### src/rtl/onn_pkg.sv
// Shared ONN array defaults and the phase-vector packing helper used by the
// phase register bank and the oscillator array.
package onn_pkg;

  localparam int unsigned N_CH_DEF        = 15;
  localparam int unsigned PW_DEF          = 4;
  localparam int unsigned RESET_PHASE_DEF = 8;

  // LSB of channel ch inside a packed phase vector of pw-bit fields.
  function automatic int unsigned phase_lsb(input int unsigned ch, input int unsigned pw);
    return ch * pw;
  endfunction

endpackage

### src/rtl/onn_popcount.sv
// Combinational ones counter over an N-bit vector.
module onn_popcount #(
  parameter int unsigned N = 15
) (
  input  logic [N-1:0]             bits,
  output logic [$clog2(N+1)-1:0]   count
);

  localparam int unsigned CW = $clog2(N + 1);

  always_comb begin
    count = '0;
    for (int i = 0; i < N; i++) begin
      count = count + CW'(bits[i]);
    end
  end

endmodule

### src/rtl/phase_reg_bank.sv
// Per-neuron phase registers with change detection, change count and
// consecutive-stable-check convergence tracking.
module phase_reg_bank
  import onn_pkg::*;
#(
  parameter int unsigned N_CH        = N_CH_DEF,
  parameter int unsigned PW          = PW_DEF,
  parameter int unsigned RESET_PHASE = RESET_PHASE_DEF,
  parameter int unsigned STABLE_N    = 3,
  parameter int unsigned ITER_W      = 8
) (
  input  logic                            clk,
  input  logic                            rst_n,
  input  logic                            drop,
  input  logic [N_CH*PW-1:0]              ini_phase,
  input  logic                            check,
  input  logic [N_CH*PW-1:0]              phase,
  output logic [N_CH*PW-1:0]              phi_out,
  output logic [N_CH-1:0]                 changed,
  output logic [$clog2(N_CH+1)-1:0]       n_changed,
  output logic                            any_changed,
  output logic [$clog2(STABLE_N+1)-1:0]   stable_cnt,
  output logic                            converged,
  output logic [ITER_W-1:0]               iter_cnt,
  output logic                            check_done
);

  localparam int unsigned CW = $clog2(N_CH + 1);
  localparam int unsigned SW = $clog2(STABLE_N + 1);
  localparam logic [SW-1:0] StableMax = SW'(STABLE_N);

  logic [N_CH-1:0] flags_new;
  logic [CW-1:0]   cnt_new;
  logic [SW-1:0]   stable_nxt;

  for (genvar i = 0; i < N_CH; i++) begin : g_ch
    localparam int unsigned Lsb = phase_lsb(i, PW);
    logic [PW-1:0] ph_q;
    logic          chg_q;

    // Compare against the pre-edge register value.
    assign flags_new[i] = (ph_q != phase[Lsb +: PW]);

    always_ff @(posedge clk or negedge rst_n) begin
      if (!rst_n) begin
        ph_q  <= PW'(RESET_PHASE);
        chg_q <= 1'b0;
      end else if (drop) begin
        ph_q  <= ini_phase[Lsb +: PW];
        chg_q <= 1'b0;
      end else if (check) begin
        ph_q  <= phase[Lsb +: PW];
        chg_q <= flags_new[i];
      end
    end

    assign phi_out[Lsb +: PW] = ph_q;
    assign changed[i]         = chg_q;
  end

  onn_popcount #(
    .N (N_CH)
  ) u_popcount (
    .bits  (flags_new),
    .count (cnt_new)
  );

  always_comb begin
    stable_nxt = stable_cnt;
    if (|flags_new) begin
      stable_nxt = '0;
    end else if (stable_cnt != StableMax) begin
      stable_nxt = stable_cnt + 1'b1;
    end
  end

  always_ff @(posedge clk or negedge rst_n) begin
    if (!rst_n) begin
      n_changed   <= '0;
      any_changed <= 1'b0;
      stable_cnt  <= '0;
      converged   <= 1'b0;
      iter_cnt    <= '0;
      check_done  <= 1'b0;
    end else if (drop) begin
      n_changed   <= '0;
      any_changed <= 1'b0;
      stable_cnt  <= '0;
      converged   <= 1'b0;
      iter_cnt    <= '0;
      check_done  <= 1'b0;
    end else if (check) begin
      n_changed   <= cnt_new;
      any_changed <= |flags_new;
      stable_cnt  <= stable_nxt;
      converged   <= (stable_nxt == StableMax);
      if (!(&iter_cnt)) begin
        iter_cnt <= iter_cnt + 1'b1;
      end
      check_done  <= 1'b1;
    end else begin
      check_done  <= 1'b0;
    end
  end

endmodule

### config.mk
export PLATFORM = sky130hd
export DESIGN_NAME = phase_reg_bank
export DESIGN_NICKNAME = d
export VERILOG_FILES = /design/src/rtl/onn_pkg.sv /design/src/rtl/onn_popcount.sv /design/src/rtl/phase_reg_bank.sv
export SDC_FILE = /design/constraint.sdc
export NUM_CORES = 1
export LEC_CHECK = 0
export CORE_MARGIN = 1
export CORE_UTILIZATION = 40
export DETAILED_ROUTE_END_ITERATION = 6
export PLACE_DENSITY = 0.88
export SYNTH_ARGS = -nofsm -noshare
export SYNTH_HDL_FRONTEND = slang
export SYNTH_SLANG_ARGS = --single-unit
### constraint.sdc
create_clock -name clk -period 4.15 [get_ports clk]
set_input_delay 0.83 -clock clk [delete_from_list [all_inputs] [get_ports clk]]
set_output_delay 0.83 -clock clk [all_outputs]
set_load 0.02 [all_outputs]
# ---- After elaboration in Yosys (flattened, before gate mapping)
# Cells that the tools add are included.
dict set report totals {
  regBits 92
  out_inout_bits 92
  elab_cells 149
}
dict set report op_classes {
  addsub 16
  eq_ne 18
  muxes 75
  n_reduce_logical 4
}
# operator n
set op_table {}
lappend op_table {{$mux W4} 32}
lappend op_table {{$ne A4 B4 Y1} 15}
lappend op_table {{$add A4 B1 Y4} 13}
lappend op_table {{$mux W1} 36}
lappend op_table {{$mux W8} 3}
lappend op_table {{$reduce_or A15 Y1} 1}
lappend op_table {{$add A8 B1 Y8 const B} 1}
lappend op_table {{$mux W2} 4}
lappend op_table {{$reduce_and A8 Y1} 1}
lappend op_table {{$ne A2 B2 Y1 const B} 2}
lappend op_table {{$add A1 B1 Y2} 1}
lappend op_table {{$add A2 B1 Y2 const B} 1}
lappend op_table {{$eq A2 B2 Y1 const B} 1}
lappend op_table {{$reduce_and A2 Y1} 1}
lappend op_table {{$reduce_bool A2 Y1} 1}

# ---- Longest topological paths before layout
dict set report depth {
  word_depth 17
  ltp_mapped 16
  ltp_nobuf 16
}

# ---- Cells and area by module
# A second synthesis with hierarchy kept.
dict set report unflattened {
  hier_cells 523
  area_unflattened_um2 5206.2
}
# mod n_inst cells_per_inst area_each_um2 seq_area_each_um2
set modules_own_cells {}
lappend modules_own_cells {phase_reg_bank 1 487 4880.9 2321.0}
lappend modules_own_cells {onn_popcount 1 36 325.3 0.0}

# ---- Least setup slack after synthesis
# No wires, ideal clock.
dict set report synth_path {
  path_type {input to register}
  startpoint {in phase[1]}
  endpoint {reg n_changed[3]}
  setup_time_ns 0.132
  arrival_time_ns 4.677
  t_required_ns 4.018
  slack_ns -0.659
  path_stages 16
  cell_sequence {xor2_1 -> nor4_1 -> inv_1 -> ha_1 -> fa_1 -> fa_1 -> fa_1 -> inv_1 -> fa_1 -> inv_1 -> ha_1 -> a21o_1 -> a21oi_1 -> xnor2_1 -> mux2i_1 -> nor2_1}
}
dict set report synth_between {
  elab_chain_len 17
}
# item line_no
set synth_rtl {}
lappend synth_rtl {{start, declared} phase_reg_bank.sv:17} ;# input logic [N_CH*PW-1:0] phase,
lappend synth_rtl {{$ne A4 B4 Y1} phase_reg_bank.sv:42} ;# assign flags_new[i] = (ph_q != phase[Lsb +: PW]);
lappend synth_rtl {{$add A1 B1 Y2} onn_popcount.sv:14} ;# count = count + CW'(bits[i]);
lappend synth_rtl {{$add A4 B1 Y4 (13 in series)} onn_popcount.sv:14}
lappend synth_rtl {{$mux W4} phase_reg_bank.sv:92} ;# end else if (check) begin
lappend synth_rtl {{$mux W4} phase_reg_bank.sv:85} ;# end else if (drop) begin
lappend synth_rtl {{end signal, assigned} phase_reg_bank.sv:93} ;# n_changed <= cnt_new;
lappend synth_rtl {{end, declared} phase_reg_bank.sv:20} ;# output logic [$clog2(N_CH+1)-1:0] n_changed,
# Every way passes these cells. The select of a mux whose other input is x is not followed.
# A chain may end at the register's enable or synchronous reset.

# ---- Worst setup path after layout
dict set report layout_path {
  startpoint {in phase[7]}
  endpoint {reg n_changed[2]}
}
# The elaborated chain is that of the path after synthesis.

==> metrics.md <==
| Metric | Value |
|---|---|
| Crit path required time | 4400 ps |
| Critical path fanouts, max | 2 |
| Status | finished with violations |
| Max-cap violation count | 0 |
| # setup viols final | 3 |
| Final wirelength | 15830 µm |
| Die ar. | 0.01373 mm² |
| Multi-input logic area | 0.002858 mm² |
| Final hold slack | 500.4 ps |
| Clk buf depth | 2 |
| Tot Pwr | 2.939 mW |
| Layout cells sized above 1 | 20.92% |
| Core ar. | 0.01277 mm² |
| Root Buffer Master | clkbuf_16 |
| I/O Pins | 216 |
| FF/Latch Area | 0.002321 mm² |
| Worst-Skew Late Latency | 350 ps |
| Routed WL per cell | 16.63 µm |
| RePlAce Congestion | 0.8132 |
| Slew Viols, Final | 0 |
| Largest net degree at the start of global routing | 83 |
| Max VDD drop | 0.1862 mV |
| Gr usage total | 23.68% |
| Sink Count | 92 |
| Vias in the first global route | 4887 |
| FILL cells | 967 |
| Synthesized area | 0.005308 mm² |
| Fmax | 0.2279 GHz |
| Final Cycle Share | 105.7% |
| Placed wire-length estimate | 11350 µm |
| Chip height | 117.2 µm |
| Critical Path AT | 4640 ps |
| Slew @ Worst Pin | 1051 ps |
| Power Dens Cells | 347.1 mW/mm² |
| Area Growth Syn to Fin | 59.52% |
| Synth Instances | 512 |
| Nets@finish | 915 |
| First-pass GRT wire length | 24350 µm |
| Die width | 117.2 µm |
| RSZ-0062 raised after global routing | true |
| Min-delay src | converged |
| Mean Syn Cell Area | 10.37 µm² |
| CTS tree | yes |
| Final global-route overflow total | 0 |
| Cell row count | 41 |
| Hold Violations, Final | 0 |
| Port Buffers | 215 |
| WS Path Type | in2reg |
| TritonCTS Buffers | 9 |
| Worst Setup Start Kind | input pin |
| Worst reg2reg startpoint | g_ch[0].ph_q[2] |
| Initial Util | 41.55% |
| Count of different cell masters after synthesis | 38 |
| Worst Hold Class | reg2reg |
| DRT iter0 DRCs | 233 |
| Initial antenna violation count | 1 |
| Failing checks | negative setup slack |
| Crit end category | flop |
| Drt via density | 4.858 |
| Worst-path clk slew | 60 ps |
| H-tree depth | 3 |
| # hold bufs at CTS | 0 |
| Synthesis Warnings | 0 |
| DRC viols | 0 |
| Routed Antenna Nets | 0 |
| Syn nets | 653 |
| Final Skew | 7.454 ps |
| Total iterations of the first detailed-routing run | 4 |
| Pleak | 3.792 nW |
| Final Critical Period | 4387 ps |
| Worst Slack Setup Final | -237.5 ps |
| Slew margin rel. | 29.91% |
| Crit path from | phase[7] |
| Synthesized flop and latch total | 92 |
| Via count | 4625 |
| Sequential share of the synthesized area | 43.73% |
cell families (layout without fill, tap and decap cells):
group | after synthesis | after routing | share of synthesized area [%]
AOI/OAI and AO/OA | 87 | 87 | 9.359
and+or+nand+nor | 123 | 123 | 11.81
DFF | 92 | 92 | 43.73
other | 0 | 1 | 0
adders and majority gates | 17 | 17 | 5.281
muxes | 64 | 64 | 12.07
xor gates and xnor gates | 68 | 68 | 11.22
buffers and inverters | 61 | 328 | 6.530
state kept, by name, summed over array words and instances, names as in the netlist:
name / cells
g_ch.ph_q: 60
g_ch.chg_q: 15
iter_cnt: 8
n_changed: 4
stable_cnt: 2
any_changed: 1
check_done: 1
converged: 1
cells in the mapped netlist (all sizes together):
cell type	number	area, µm²
ha	8	100.1
a31o	1	8.760
nor2	31	116.4
and2b	1	8.760
nand4	5	37.53
nor4	16	181.4
o211ai	1	7.510
inv	17	63.81
dfrtp	77	1927
nand3	1	5.000
xnor2	5	43.79
nor3b	1	7.510
a21o	1	7.510
xor2	63	551.8
clkbuf	20	95.09
buf	24	187.7
nand2b	1	6.260
mux2i	64	640.6
and4	1	8.760
dfstp	15	394.1
nand2	63	236.5
a32o	1	10.01
o21a	2	15.01
or3	1	6.260
a211oi	17	127.6
a21oi	3	15.01
and3	2	12.51
o21ai	61	305.3
fa	9	180.2
timing repair:
item / in CTS / in global routing
endpoints found under the setup margin: 4 / 8
buffers inserted: 54 / 2
pin swaps: 23 / 19
gates resized for setup: 60 / 26
final timing paths:
kind	cells past startpoint	slack [ps]	endpoint
hold / removal	1	500	converged
setup / recovery	13	-240	n_changed[2]
hold reg to reg	1	500	converged
max in group asynchronous	2	2610	g_ch[1].ph_q[3]
setup reg to reg	12	-130	n_changed[2]
min in group asynchronous	1	690	iter_cnt[5]
cells in the final DEF, fill, tap and decap left out, types with 13 or more instances in the layout:
| cell type | count |
|---|---|
| clkdlybuf4s50_1 | 185 |
| buf_4 | 81 |
| dfrtp_1 | 77 |
| o21ai_1 | 17 |
| a211oi_1 | 16 |
| inv_1 | 13 |
| xor2_2 | 14 |
| nand2_1 | 63 |
| mux2i_1 | 64 |
| nor2_1 | 31 |
| dfstp_2 | 15 |
| xor2_1 | 49 |
| o21ai_0 | 44 |
through the flow:
step,instances,setup TNS [ps],setup WS (ps),util (%),area (µm²)
floorplan,512,-928.3,-317.2,-,5344
global placement,879,-3072,-865.1,59.70,7626
detailed placement,879,-3537,-1007,59.70,7626
CTS,949,-904.2,-324.5,65.50,8367
global route,952,-946.3,-355.8,66.28,8467
finish,952,-574.9,-237.5,66.28,8467
critical path: stages:
cell and delay (ps):
clkdlybuf4s15_2 190, xor2_1 160, nor4_4 270, inv_2 90, ha_4 250, fa_1 460, fa_2 550, fa_1 430
fa_1 490, ha_4 190, fa_2 350, xnor2_2 150, a211oi_2 240
report_power, final:
group / internal [mW] / switching [mW] / leakage (nW)
Clock: 0.423 / 0.342 / 0.127
Combinational: 0.577 / 0.523 / 2.55
Sequential: 0.992 / 0.0813 / 1.12
routing by layer:
| layer | track usage, % | part of all wire (%) | vias to the layer above |
|---|---|---|---|
| met1 | 28.06 | 40 | 2223 |
| met2 | 41.88 | 52 | 142 |
| met5 | 0 | 0 | - |
| li1 | - | - | 2238 |
| met4 | 9.030 | 2.1 | 0 |
| met3 | 5.201 | 5.5 | 22 |
layout make-up:
type | instances | area share, %
Antenna cell | 1 | 0.02956
Clock buffer | 14 | 3.000
Clock inverter | 2 | 0.1478
Inverter | 17 | 0.7537
Multi-Input combinational cell | 359 | 33.75
Sequential cell | 92 | 27.41
Tap cell | 172 | 2.542
Timing Repair Buffer | 295 | 32.36
No activity file was read; power rests on OpenSTA's default activity.
